### src/rtl/board_pkg.sv
`default_nettype none
// ============================================================================
// Module   : board_pkg
// Brief    : Shared types, colour constants, win-line table and board helpers
//            for the tic-tac-toe board controller.
// Revision : 1.0
// ============================================================================
package board_pkg;

    typedef enum logic [1:0] {
        CELL_EMPTY = 2'd0,
        CELL_X     = 2'd1,
        CELL_O     = 2'd2
    } cell_t;

    typedef enum logic [1:0] {
        PLAY  = 2'd0,
        CHECK = 2'd1,
        DONE  = 2'd2
    } state_t;

    typedef enum logic [2:0] {
        ACT_NONE  = 3'd0,
        ACT_UP    = 3'd1,
        ACT_DOWN  = 3'd2,
        ACT_LEFT  = 3'd3,
        ACT_RIGHT = 3'd4,
        ACT_SEL   = 3'd5
    } action_t;

    // Cell i sits at row i/3, column i%3.
    typedef logic [8:0][1:0] board_t;

    typedef struct packed {
        logic [2:0] red;
        logic [2:0] green;
        logic [2:0] blue;
    } color_t;

    localparam logic [2:0] c_full = 3'b111;
    localparam logic [2:0] c_zero = 3'b000;

    localparam color_t c_black  = '{red: c_zero, green: c_zero, blue: c_zero};
    localparam color_t c_white  = '{red: c_full, green: c_full, blue: c_full};
    localparam color_t c_red    = '{red: c_full, green: c_zero, blue: c_zero};
    localparam color_t c_blue   = '{red: c_zero, green: c_zero, blue: c_full};
    localparam color_t c_yellow = '{red: c_full, green: c_full, blue: c_zero};

    // Rows, then columns, then the two diagonals.
    localparam logic [3:0] c_win_lines [8][3] = '{
        '{4'd0, 4'd1, 4'd2},
        '{4'd3, 4'd4, 4'd5},
        '{4'd6, 4'd7, 4'd8},
        '{4'd0, 4'd3, 4'd6},
        '{4'd1, 4'd4, 4'd7},
        '{4'd2, 4'd5, 4'd8},
        '{4'd0, 4'd4, 4'd8},
        '{4'd2, 4'd4, 4'd6}
    };

    function automatic logic [3:0] cell_index(input logic [1:0] row, input logic [1:0] col);
        return ({2'b00, row} * 4'd3) + {2'b00, col};
    endfunction

    function automatic cell_t line_owner(input board_t board, input logic [2:0] line);
        logic [1:0] a;
        logic [1:0] b;
        logic [1:0] c;
        a = board[c_win_lines[line][0]];
        b = board[c_win_lines[line][1]];
        c = board[c_win_lines[line][2]];
        if (a != CELL_EMPTY && a == b && b == c) begin
            return cell_t'(a);
        end
        return CELL_EMPTY;
    endfunction

endpackage
`default_nettype wire

### src/rtl/board_ctrl_if.sv
`default_nettype none
// ============================================================================
// Module   : board_ctrl_if
// Brief    : Button, pixel-coordinate and status/colour bundle of board_ctrl.
// Revision : 1.0
// ============================================================================
interface board_ctrl_if;

    logic        btn_up;
    logic        btn_down;
    logic        btn_left;
    logic        btn_right;
    logic        btn_sel;
    logic [15:0] h_count;
    logic [15:0] v_count;
    logic [2:0]  color_red;
    logic [2:0]  color_green;
    logic [2:0]  color_blue;
    logic        turn;
    logic [1:0]  winner;

    modport master (
        output btn_up, btn_down, btn_left, btn_right, btn_sel,
        output h_count, v_count,
        input  color_red, color_green, color_blue, turn, winner
    );

    modport slave (
        input  btn_up, btn_down, btn_left, btn_right, btn_sel,
        input  h_count, v_count,
        output color_red, color_green, color_blue, turn, winner
    );

endinterface
`default_nettype wire

### src/rtl/btn_debounce.sv
`default_nettype none
// ============================================================================
// Module   : btn_debounce
// Brief    : 2-FF synchronizer, stability counter and one-cycle pulse on each
//            accepted rising edge of a raw push button.
// Revision : 1.0
// ============================================================================
module btn_debounce #(
    parameter int unsigned DEBOUNCE_CYCLES = 250000
) (
    input  wire  clk,
    input  wire  rst_n,
    input  wire  btn_in,
    output logic pulse
);

    localparam int unsigned c_cnt_w = (DEBOUNCE_CYCLES > 1) ? $clog2(DEBOUNCE_CYCLES) : 1;
    localparam logic [c_cnt_w-1:0] c_cnt_last = c_cnt_w'(DEBOUNCE_CYCLES - 1);

    logic               sync1_q, sync1_d;
    logic               sync2_q, sync2_d;
    logic               stable_q, stable_d;
    logic               pulse_q, pulse_d;
    logic [c_cnt_w-1:0] cnt_q, cnt_d;

    // The counter only runs while the synchronized level disagrees with the
    // accepted level; any bounce back restarts it from zero.
    always_comb begin
        sync1_d  = btn_in;
        sync2_d  = sync1_q;
        stable_d = stable_q;
        cnt_d    = '0;
        pulse_d  = 1'b0;
        if (sync2_q != stable_q) begin
            if (cnt_q == c_cnt_last) begin
                stable_d = sync2_q;
                pulse_d  = sync2_q;
            end else begin
                cnt_d = cnt_q + 1'b1;
            end
        end
    end

    always_ff @(posedge clk) begin
        if (!rst_n) begin
            sync1_q  <= 1'b0;
            sync2_q  <= 1'b0;
            stable_q <= 1'b0;
            pulse_q  <= 1'b0;
            cnt_q    <= '0;
        end else begin
            sync1_q  <= sync1_d;
            sync2_q  <= sync2_d;
            stable_q <= stable_d;
            pulse_q  <= pulse_d;
            cnt_q    <= cnt_d;
        end
    end

    assign pulse = pulse_q;

endmodule
`default_nettype wire

### src/rtl/board_ctrl.sv
`default_nettype none
// ============================================================================
// Module   : board_ctrl
// Brief    : Tic-tac-toe controller: debounced buttons, wrapping cursor,
//            PLAY/CHECK/DONE game FSM and registered 3x3 grid renderer.
//            Define BOARD_CTRL_WIN_BLINK_EN to blink the winning line.
// Revision : 1.0
// ============================================================================
module board_ctrl #(
    parameter int unsigned DEBOUNCE_CYCLES = 250000,
    parameter logic [15:0] H_DIV1          = 16'd213,
    parameter logic [15:0] H_DIV2          = 16'd426,
    parameter logic [15:0] V_DIV1          = 16'd160,
    parameter logic [15:0] V_DIV2          = 16'd320
) (
    input  wire         clk,
    input  wire         rst_n,
    board_ctrl_if.slave bus
);

    import board_pkg::*;

    state_t     state_q, state_d;
    board_t     board_q, board_d;
    logic [1:0] row_q, row_d;
    logic [1:0] col_q, col_d;
    logic       turn_q, turn_d;
    logic [1:0] winner_q, winner_d;
    color_t     color_q, color_d;

    logic [4:0] btn_raw;
    logic [4:0] btn_pulse;
    action_t    action;
    logic [3:0] cur_idx;
    logic       sel_ok;
    logic       win_found;
    cell_t      win_mark;
    logic       board_full;
    logic [1:0] pix_row;
    logic [1:0] pix_col;
    logic [3:0] pix_idx;
    logic       blink_off;

    assign btn_raw = {bus.btn_sel, bus.btn_right, bus.btn_left, bus.btn_down, bus.btn_up};

    for (genvar i = 0; i < 5; i++) begin : g_btn
        btn_debounce #(
            .DEBOUNCE_CYCLES(DEBOUNCE_CYCLES)
        ) u_debounce (
            .clk   (clk),
            .rst_n (rst_n),
            .btn_in(btn_raw[i]),
            .pulse (btn_pulse[i])
        );
    end

    // Lowest bit (up) has highest priority; CHECK swallows every pulse.
    always_comb begin
        action = ACT_NONE;
        if (state_q != CHECK) begin
            if      (btn_pulse[0]) action = ACT_UP;
            else if (btn_pulse[1]) action = ACT_DOWN;
            else if (btn_pulse[2]) action = ACT_LEFT;
            else if (btn_pulse[3]) action = ACT_RIGHT;
            else if (btn_pulse[4]) action = ACT_SEL;
        end
    end

    assign cur_idx = cell_index(row_q, col_q);
    assign sel_ok  = (action == ACT_SEL) && (board_q[cur_idx] == CELL_EMPTY);

    always_comb begin
        win_found = 1'b0;
        win_mark  = CELL_EMPTY;
        for (int i = 0; i < 8; i++) begin
            if (!win_found && line_owner(board_q, 3'(i)) != CELL_EMPTY) begin
                win_found = 1'b1;
                win_mark  = line_owner(board_q, 3'(i));
            end
        end
        board_full = 1'b1;
        for (int i = 0; i < 9; i++) begin
            if (board_q[i] == CELL_EMPTY) board_full = 1'b0;
        end
    end

    // ---------------- FSM: state register ----------------
    always_ff @(posedge clk) begin
        if (!rst_n) state_q <= PLAY;
        else        state_q <= state_d;
    end

    // ---------------- FSM: next state ----------------
    always_comb begin
        state_d = state_q;
        case (state_q)
            PLAY:    if (sel_ok) state_d = CHECK;
            CHECK:   state_d = (win_found || board_full) ? DONE : PLAY;
            DONE:    if (action == ACT_SEL) state_d = PLAY;
            default: state_d = PLAY;
        endcase
    end

    // ---------------- FSM: board, cursor and result ----------------
    always_comb begin
        board_d  = board_q;
        row_d    = row_q;
        col_d    = col_q;
        turn_d   = turn_q;
        winner_d = winner_q;
        case (state_q)
            PLAY: begin
                case (action)
                    ACT_UP:    row_d = (row_q == 2'd0) ? 2'd2 : row_q - 2'd1;
                    ACT_DOWN:  row_d = (row_q == 2'd2) ? 2'd0 : row_q + 2'd1;
                    ACT_LEFT:  col_d = (col_q == 2'd0) ? 2'd2 : col_q - 2'd1;
                    ACT_RIGHT: col_d = (col_q == 2'd2) ? 2'd0 : col_q + 2'd1;
                    ACT_SEL: begin
                        if (sel_ok) begin
                            board_d[cur_idx] = turn_q ? CELL_O : CELL_X;
                            turn_d           = ~turn_q;
                        end
                    end
                    default: ;
                endcase
            end
            CHECK: begin
                if (win_found)       winner_d = win_mark;
                else if (board_full) winner_d = 2'd3;
            end
            DONE: begin
                if (action == ACT_SEL) begin
                    board_d  = '0;
                    turn_d   = 1'b0;
                    winner_d = 2'd0;
                end
            end
            default: ;
        endcase
    end

    // ---------------- Pixel renderer ----------------
    always_comb begin
        pix_row = 2'd2;
        if      (bus.v_count < V_DIV1) pix_row = 2'd0;
        else if (bus.v_count < V_DIV2) pix_row = 2'd1;
        pix_col = 2'd2;
        if      (bus.h_count < H_DIV1) pix_col = 2'd0;
        else if (bus.h_count < H_DIV2) pix_col = 2'd1;
        pix_idx = cell_index(pix_row, pix_col);

        color_d = c_white;
        if (bus.h_count >= 16'd640 || bus.v_count >= 16'd480) begin
            color_d = c_black;
        end else if (bus.h_count == H_DIV1 || bus.h_count == H_DIV2 ||
                     bus.v_count == V_DIV1 || bus.v_count == V_DIV2) begin
            color_d = c_black;
        end else if (pix_idx == cur_idx) begin
            color_d = c_yellow;
        end else if (board_q[pix_idx] == CELL_X) begin
            color_d = blink_off ? c_black : c_red;
        end else if (board_q[pix_idx] == CELL_O) begin
            color_d = blink_off ? c_black : c_blue;
        end
    end

`ifdef BOARD_CTRL_WIN_BLINK_EN
    logic [5:0] frame_q, frame_d;
    logic       v_zero_q;
    logic [8:0] win_mask_q, win_mask_d;

    // Descending scan so the lowest-numbered complete line is latched,
    // matching the mark reported on winner.
    always_comb begin
        frame_d = frame_q;
        if (bus.v_count == 16'd0 && !v_zero_q) frame_d = frame_q + 6'd1;
        win_mask_d = win_mask_q;
        if (state_q == CHECK) begin
            for (int i = 7; i >= 0; i--) begin
                if (line_owner(board_q, 3'(i)) != CELL_EMPTY) begin
                    win_mask_d = '0;
                    for (int k = 0; k < 3; k++) win_mask_d[c_win_lines[i][k]] = 1'b1;
                end
            end
        end else if (state_q == DONE && action == ACT_SEL) begin
            win_mask_d = '0;
        end
    end

    always_ff @(posedge clk) begin
        if (!rst_n) begin
            frame_q    <= '0;
            v_zero_q   <= 1'b0;
            win_mask_q <= '0;
        end else begin
            frame_q    <= frame_d;
            v_zero_q   <= (bus.v_count == 16'd0);
            win_mask_q <= win_mask_d;
        end
    end

    assign blink_off = win_mask_q[pix_idx] && frame_q[5];
`else
    assign blink_off = 1'b0;
`endif

    always_ff @(posedge clk) begin
        if (!rst_n) begin
            board_q  <= '0;
            row_q    <= 2'd1;
            col_q    <= 2'd1;
            turn_q   <= 1'b0;
            winner_q <= 2'd0;
            color_q  <= c_black;
        end else begin
            board_q  <= board_d;
            row_q    <= row_d;
            col_q    <= col_d;
            turn_q   <= turn_d;
            winner_q <= winner_d;
            color_q  <= color_d;
        end
    end

    assign bus.color_red   = color_q.red;
    assign bus.color_green = color_q.green;
    assign bus.color_blue  = color_q.blue;
    assign bus.turn        = turn_q;
    assign bus.winner      = winner_q;

endmodule
`default_nettype wire

### src/flat_wrapper.sv
// flat-port wrapper written by rule: the top's interface ports become plain ports
module board_ctrl_flat import board_pkg::*;
#(
    parameter int unsigned DEBOUNCE_CYCLES = 250000,
    parameter logic [15:0] H_DIV1          = 16'd213,
    parameter logic [15:0] H_DIV2          = 16'd426,
    parameter logic [15:0] V_DIV1          = 16'd160,
    parameter logic [15:0] V_DIV2          = 16'd320
)
  (clk, rst_n, bus_btn_up, bus_btn_down, bus_btn_left, bus_btn_right, bus_btn_sel, bus_h_count, bus_v_count, bus_color_red, bus_color_green, bus_color_blue, bus_turn, bus_winner);
  board_ctrl_if bus_i ();
  input  wire clk;
  input  wire rst_n;
  input wire logic [$bits(bus_i.btn_up)-1:0] bus_btn_up;
  input wire logic [$bits(bus_i.btn_down)-1:0] bus_btn_down;
  input wire logic [$bits(bus_i.btn_left)-1:0] bus_btn_left;
  input wire logic [$bits(bus_i.btn_right)-1:0] bus_btn_right;
  input wire logic [$bits(bus_i.btn_sel)-1:0] bus_btn_sel;
  input wire logic [$bits(bus_i.h_count)-1:0] bus_h_count;
  input wire logic [$bits(bus_i.v_count)-1:0] bus_v_count;
  output wire logic [$bits(bus_i.color_red)-1:0] bus_color_red;
  output wire logic [$bits(bus_i.color_green)-1:0] bus_color_green;
  output wire logic [$bits(bus_i.color_blue)-1:0] bus_color_blue;
  output wire logic [$bits(bus_i.turn)-1:0] bus_turn;
  output wire logic [$bits(bus_i.winner)-1:0] bus_winner;
  assign bus_i.btn_up = bus_btn_up;
  assign bus_i.btn_down = bus_btn_down;
  assign bus_i.btn_left = bus_btn_left;
  assign bus_i.btn_right = bus_btn_right;
  assign bus_i.btn_sel = bus_btn_sel;
  assign bus_i.h_count = bus_h_count;
  assign bus_i.v_count = bus_v_count;
  assign bus_color_red = bus_i.color_red;
  assign bus_color_green = bus_i.color_green;
  assign bus_color_blue = bus_i.color_blue;
  assign bus_turn = bus_i.turn;
  assign bus_winner = bus_i.winner;
  board_ctrl #(.DEBOUNCE_CYCLES(DEBOUNCE_CYCLES), .H_DIV1(H_DIV1), .H_DIV2(H_DIV2), .V_DIV1(V_DIV1), .V_DIV2(V_DIV2)) u_core (.clk(clk), .rst_n(rst_n), .bus(bus_i));
endmodule
### config.mk
export PLATFORM = sky130hd
export DESIGN_NAME = board_ctrl_flat
export DESIGN_NICKNAME = d
export VERILOG_FILES = /design/src/rtl/board_pkg.sv /design/src/rtl/board_ctrl_if.sv /design/src/rtl/btn_debounce.sv /design/src/rtl/board_ctrl.sv /design/src/flat_wrapper.sv
export SDC_FILE = /design/constraint.sdc
export NUM_CORES = 1
export LEC_CHECK = 0
export CAP_MARGIN = 15
export CORE_UTILIZATION = 54
export DETAILED_ROUTE_END_ITERATION = 8
export PLACE_DENSITY_LB_ADDON = 0.1
export SLEW_MARGIN = 20
export SYNTH_ARGS = -nofsm -noshare
export SYNTH_HDL_FRONTEND = slang
export SYNTH_SLANG_ARGS = --single-unit
export TNS_END_PERCENT = 30
### constraint.sdc
create_clock -name clk -period 2.96 [get_ports clk]
set_input_delay 0.444 -clock clk [delete_from_list [all_inputs] [get_ports clk]]
set_output_delay 0.444 -clock clk [all_outputs]
set_load 0.05 [all_outputs]
# ---- Word-level counts from Yosys, hierarchy flattened
# Cells that the tools add are included.
dict set report totals {
  reg_bits 146
  in_bits 39
}
dict set report op_classes {
  add_sub_neg 11
  mul 2
  order_cmp 9
  n_eq_ne 47
  mux 107
  bitwise 7
  reduce_logical 89
}
# op n
set ops {}
lappend ops {{2-bit 2-to-1 mux} 49}
lappend ops {{18-bit by 1-bit adder with 18-bit output, second input constant} 5}
lappend ops {{18-bit == test, second input constant} 5}
lappend ops {{18-bit 2-to-1 mux} 3}
lappend ops {{1-bit 2-to-1 mux} 36}
lappend ops {{18-bit case mux with 2 select lines} 1}
lappend ops {{2-bit nonzero test} 17}
lappend ops {{16-bit by 8-bit == test with 1-bit output, second input constant} 2}
lappend ops {{16-bit by 9-bit == test with 1-bit output, second input constant} 2}
lappend ops {{2-bit == test} 16}
lappend ops {{16-bit by 8-bit < comparator with 1-bit output, second input constant} 2}
lappend ops {{16-bit by 9-bit < comparator with 1-bit output, second input constant} 2}
lappend ops {{9-bit 2-to-1 mux} 3}
lappend ops {{2-bit logical NOT} 13}
lappend ops {{1-bit logical AND} 25}
lappend ops {{18-bit bitwise mux} 1}
lappend ops {{3-bit 2-to-1 mux} 6}
lappend ops {{3-bit AND reduction} 6}
lappend ops {{3-bit OR reduction} 6}
lappend ops {{2-bit binary-select mux with 4-bit select} 2}
lappend ops {{16-bit by 10-bit greater-or-equal comparator with 1-bit output, second input constant} 1}
lappend ops {{16-bit by 9-bit greater-or-equal comparator with 1-bit output, second input constant} 1}
lappend ops {{2-bit AND reduction} 8}
lappend ops {{2-bit case mux with 2 select lines} 3}
lappend ops {{other kinds (23)} 57}

# ---- Logic depth before layout (Yosys ltp)
dict set report logic_depth {
  depth_word 32
  mapped_depth 15
  ltp_nobuf 15
}

# ---- Cells and area by module
# Synthesis repeated with hierarchy kept, for this count alone.
dict set report unflattened {
  cells_unflattened 873
  hier_area_um2 7658.6
}
# mod n_inst cells_each area_each_um2 seq_area_each_um2
set modules_own_cells {}
lappend modules_own_cells {{btn_debounce at u_core.g_btn[0].u_debounce ...} 4 105 970.9 440.4}
lappend modules_own_cells {board_ctrl 1 346 2770.2 600.6}
lappend modules_own_cells {{btn_debounce at u_core.g_btn[4].u_debounce} 1 107 1004.7 440.4}

# ---- Worst setup path after synthesis
# OpenSTA, ideal clock, no wires.
dict set report synth_path {
  kind {input to register}
  start {input port bus_h_count[2]}
  end {register u_core.color_q, in the netlist u_core.bus.color_blue[1]}
  setup_time_ns 0.080
  t_arrival_ns 3.157
  required_ns 2.880
  path_slack_ns -0.277
  cell_stages 13
  n_path_buf 0
  path_cell_list {o21a_1 -> o21a_1 -> o21ai_0 -> o21ai_0 -> fa_1 -> ha_1 -> inv_1 -> fa_1 -> mux2_2 -> a22oi_1 -> inv_1 -> ha_1 -> nor3b_1}
}
dict set report synth_between {
  elab_chain_len 8
  elab_cells_between_ends 17
  cone_classes {1 x add/sub; 3 x order compare; 4 x eq/ne; 4 x mux; 5 x reduce/logical}
}
# item line
set synth_rtl {}
lappend synth_rtl {{start, declared} flat_wrapper.sv:19} ;# input wire logic [$bits(bus_i.h_count)-1:0] bus_h_count;
lappend synth_rtl {{16-bit by 9-bit < comparator with 1-bit output} board_ctrl.sv:149} ;# else if (bus.h_count < H_DIV2) pix_col = 2'd1;
lappend synth_rtl {{2-bit 2-to-1 mux} board_ctrl.sv:149}
lappend synth_rtl {{2-bit 2-to-1 mux} board_ctrl.sv:148} ;# if (bus.h_count < H_DIV1) pix_col = 2'd0;
lappend synth_rtl {{4-bit by 2-bit adder with 4-bit output} board_pkg.sv:62} ;# return ({2'b00, row} * 4'd3) + {2'b00, col};
lappend synth_rtl {{2-bit binary-select mux with 4-bit select} board_ctrl.sv:160} ;# end else if (board_q[pix_idx] == CELL_X) begin
lappend synth_rtl {{2-bit 2-to-1 mux (not written as such)} board_ctrl.sv:160}
lappend synth_rtl {{2-bit by 1-bit == test with 1-bit output} board_ctrl.sv:160}
lappend synth_rtl {{5-bit OR reduction (no source line) *} -}
lappend synth_rtl {{end signal, assigned} board_ctrl.sv:214} ;# color_q <= c_black;
lappend synth_rtl {{end signal, assigned} board_ctrl.sv:221} ;# color_q <= color_d;
lappend synth_rtl {{end, declared} board_ctrl.sv:29} ;# color_t color_q, color_d;
# Every way passes the cells marked *; elsewhere a longest branch is shown, timed or not. The select of a mux whose other input is x is not followed.
# A chain may end at the register's enable or synchronous reset.

# ---- Final worst setup path
dict set report layout_path {
  start {input port bus_h_count[1]}
  end {register u_core.color_q, in the netlist u_core.bus.color_green[1]}
}
dict set report layout_between {
  elab_chain_len 10
  elab_cells_between_ends 21
  cone_classes {1 x add/sub; 3 x order compare; 5 x eq/ne; 7 x mux; 5 x reduce/logical}
}
# item line
set layout_rtl {}
lappend layout_rtl {{16-bit by 9-bit < comparator with 1-bit output} board_ctrl.sv:149}
lappend layout_rtl {{2-bit 2-to-1 mux} board_ctrl.sv:149}
lappend layout_rtl {{2-bit 2-to-1 mux} board_ctrl.sv:148}
lappend layout_rtl {{4-bit by 2-bit adder with 4-bit output} board_pkg.sv:62}
lappend layout_rtl {{2-bit binary-select mux with 4-bit select} {board_ctrl.sv:160, board_ctrl.sv:162}}
lappend layout_rtl {{2-bit 2-to-1 mux (not written as such)} {board_ctrl.sv:160, board_ctrl.sv:162}}
lappend layout_rtl {{2-bit == test} board_ctrl.sv:162} ;# end else if (board_q[pix_idx] == CELL_O) begin
lappend layout_rtl {{9-bit 2-to-1 mux} board_ctrl.sv:162}
lappend layout_rtl {{9-bit 2-to-1 mux} board_ctrl.sv:160}
lappend layout_rtl {{9-bit 2-to-1 mux} board_ctrl.sv:158} ;# end else if (pix_idx == cur_idx) begin
# Several ways; a longest one is shown, not always the timed one. The select of a mux whose other input is x is not followed.

==> summary.txt <==
Outcome
  – Status: finished with violations
  – Failing checks: negative setup slack

Logic synthesis
  – Syn Inst Count: between 800 and 900
  – Seq cells post-synth: 140
  – Synth warn: 0
  – Post-synth EDFFs: 0
  – Synth cell types: between 60 and 70
  – Synth Flop Type: dfxtp_1
  – Cell Area, Synth: 0.00733 mm2
  – Syn Area/Cell: ~8.4 um2
  – Syn Nets: 940
  – Asr flop ratio synth: 0
  – Sequential element share of the synthesized area: 0.382

STA
  – Hold Slack: ~0.43 ns
  – Setup violators final: 1
  – Slew of the pin with the lowest slew margin: 0.692 ns
  – Shortest period the worst path allows: around 3 ns
  – Fin worst setup slack: -0.0102 ns
  – RSZ-0062 raised after global routing: true
  – Slew HR: 0.538
  – Fmax achieved: 337 MHz
  – Clock skew: between 0.01 and 0.015 ns
  – Final Hold Fails: 0
  – Pins Over Slew Limit: 0
  – Post-route clock period utilization: 1.00

CTS
  – Worst-Skew Late Latency: roughly 0.43 ns
  – CTS tree: yes
  – Clock Tree Root: clkbuf_16
  – Cts bufs inserted: 17
  – Clock-pin slew on the worst setup and hold paths: ~0.06 ns
  – Clock sinks: 140
  – H-tree depth: 4
  – Hold Buf Count CTS: 0
  – CTS max path bufs: 2

Critical path
  – Worst setup SP type: primary input
  – Critical path type: in -> reg
  – Critical path data arrival time: approximately 3.3 ns
  – Slowest-stage cell, CP: fa_2
  – Critical path data required time: approximately 3.3 ns
  – Crit path max fanout: 4
  – CP endpoint kind: flop
  – Critical Path, Cell by Cell: buf_6 > o21a_1 > o21a_1 > o21ai_2 > o21ai_2 > fa_1 > ha_2 > inv_2 > fa_2 > mux2_4 > a22o_1 > ha_1 > inv_1 > a21oi_1
  – Critical path's largest stage delay: a little under 0.6 ns

Pwr
  – Peak supply drop: around 0.00036 V
  – Leak pwr: ~0.0032 uW
  – Power density cells: about 470 mW/mm2
  – Tot Pwr: between 4000 and 5000 uW

Layout
  – Fill count: 1163
  – P&R area growth vs syn: 18.4%
  – Nets: 1002
  – Final Core Density: 0.655
  – ANT cells: 0
  – Share of layout cells above drive strength 1: 0.124

Global routing
  – GRT overflow: 0
  – GRT Total Usage: 0.242
  – Vias in the first global route: between 6000 and 7000
  – First-pass GRT wire length: about 28000 um
  – Initial antenna violation count: 0
  – Largest net degree at the start of global routing: 22

Run
  – MaxCap Viol Count: 0

Placed design
  – Detailed Place HPWL: roughly 11000 um
  – Port Buffer Count: 50
  – Worst slack, placed: -0.890 ns
  – Placer Congestion: approximately 0.90

Die
  – Core box area: ~0.013 mm2
  – Die X: around 120 um
  – I/O pins: 51
  – DIE AREA: about 0.014 mm2
  – Row count: 42
  – Die Y: 119 um
  – Initial core utilization: 0.553

Routing
  – Post-route DRC: 0
  – WL per Instance: ~14 um
  – Vias/cell: 5.65
  – 1st-pass router iterations: 7
  – Via count: roughly 6400
  – Antenna viol nets, final: 0
  – Detailed Route WL: approximately 16000 um
  – 1st-iter DRT viols: between 400 and 500

Worst hold path
  – Worst hold path type: reg -> reg
-- cells in the final DEF, fill, tap and decap left out, types with 6 or more instances in the layout --
cell,instances
inv_1,31
clkdlybuf4s50_1,24
nor4_1,6
nand4_1,24
a21oi_1,30
and2_1,12
dlygate4sd2_1,12
o21ai_0,11
nand2_1,67
mux2i_1,7
clkbuf_2,6
xor2_1,44
nand3_1,69
and4_1,8
buf_4,34
ha_1,17
o21ai_1,19
and3_1,17
nor2_1,147
dfxtp_1,140
clkbuf_16,17
or3_1,14
nor4b_1,9
o21a_1,9
xnor2_1,42
nor3_1,21
nor2b_1,7
-- metrics by stage --
| step | setup TNS (ns) | cells | instance area [um2] |
|---|---|---|---|
| 2_1_floorplan | -0.563 | 877 | 7340 |
| 4_1_cts | -0.131 | 1127 | 8610 |
| 3_5_place_dp | -2.44 | 1094 | 8020 |
| 5_1_grt | -0.248 | 1128 | 8680 |
| 3_3_place_gp | -2.24 | 1094 | 8020 |
| 6_report | -0.0102 | 1128 | 8680 |
-- flip-flops by register name, indices dropped and copies added, names as in the netlist, 5 cells and up --
| register | flops |
|---|---|
| u_core.g_btn.u_debounce.cnt_q | 90 |
| u_core.board_q | 18 |
| u_core.g_btn.u_debounce.pulse | 5 |
| u_core.g_btn.u_debounce.stable_q | 5 |
| u_core.g_btn.u_debounce.sync1_q | 5 |
| u_core.g_btn.u_debounce.sync2_q | 5 |
-- cells in the mapped netlist, drive strengths merged, types with 5 or more instances --
| library cell | instances | share of area |
|---|---|---|
| o21ai | 32 | 0.022 |
| ha | 20 | 0.034 |
| a31oi | 5 | 0.0043 |
| and4 | 9 | 0.011 |
| o21a | 9 | 0.0092 |
| nand4 | 24 | 0.020 |
| nor2 | 150 | 0.077 |
| o211ai | 5 | 0.0058 |
| buf | 25 | 0.026 |
| and2 | 13 | 0.011 |
| nand2 | 68 | 0.035 |
| or3 | 15 | 0.013 |
| a21oi | 34 | 0.025 |
| mux4 | 6 | 0.019 |
| nor2b | 7 | 0.0060 |
| and3 | 17 | 0.015 |
| inv | 32 | 0.016 |
| nor4 | 8 | 0.0068 |
| mux2i | 7 | 0.0096 |
| nand3 | 71 | 0.049 |
| dfxtp | 140 | 0.38 |
| nor4b | 11 | 0.013 |
| xor2 | 44 | 0.053 |
| clkbuf | 17 | 0.015 |
| nor3 | 23 | 0.016 |
| xnor2 | 42 | 0.050 |
-- worst paths after layout --
path / start / to / slack, ns / depth (start not counted)
min reg2reg: u_core.g_btn[0].u_debounce.sync1_q / u_core.g_btn[0].u_debounce.sync2_q / 0.43 / 1
max: bus_h_count[1] / u_core.bus.color_green[1] / -0.01 / 14
min: u_core.g_btn[0].u_debounce.sync1_q / u_core.g_btn[0].u_debounce.sync2_q / 0.43 / 1
max reg2reg: u_core.col_q[1] / u_core.board_q[5] / 0.15 / 11
-- layer usage --
| metal | part of all wire | routed length (um) | up-vias | global-route usage |
|---|---|---|---|---|
| met5 | 0 | 0 | - | 0 |
| met4 | 0.016 | 263 | 0 | 0.0815 |
| met3 | 0.064 | 1030 | 28 | 0.0608 |
| met2 | 0.48 | 7750 | 193 | 0.417 |
| met1 | 0.44 | 7090 | 2991 | 0.293 |
| li1 | - | - | 3158 | - |
-- kinds of logic (layout without fill, tap and decap cells) --
| group | Yosys count | after routing | share of synthesized area |
|---|---|---|---|
| buf+inv | 74 | 149 | 0.0570 |
| simple gates | 431 | 431 | 0.289 |
| compound gates | 106 | 106 | 0.0900 |
| fa+ha+maj | 24 | 24 | 0.0451 |
| mux | 16 | 16 | 0.0336 |
| xor+xnor | 86 | 86 | 0.103 |
| flops | 140 | 140 | 0.382 |
-- final cells by class --
| type | count | area [um2] | area share |
|---|---|---|---|
| Tap cell | 176 | 220 | 0.0254 |
| Multi-Input combinational cell | 663 | 4240 | 0.488 |
| Timing Repair Buffer | 85 | 721 | 0.0830 |
| Clock buffer | 18 | 439 | 0.0506 |
| Sequential cell | 140 | 2800 | 0.323 |
| Inverter | 32 | 120 | 0.0138 |
| Clock inverter | 14 | 136 | 0.0157 |
-- critical path: cells and delay by family --
| family | cells | cell delay (ns) |
|---|---|---|
| buffers and inverters | 3 | 0.19 |
| AO/OA/AOI/OAI | 6 | 0.82 |
| adder cells (fa/ha/maj) | 4 | 1.53 |
| multiplexers | 1 | 0.31 |
-- power breakdown --
part	switching [uW]	internal, uW
Combinational	59.4	65.9
Sequential	4.65	1890
Clock	853	1190
Total	917	3150
-- what timing repair did --
action,CTS,global route
buffers inserted,1,1
endpoints found under the setup margin,3,23
resized for setup,59,26
pin swaps,23,19
Note: power is estimated with default switching activity, not from simulation.
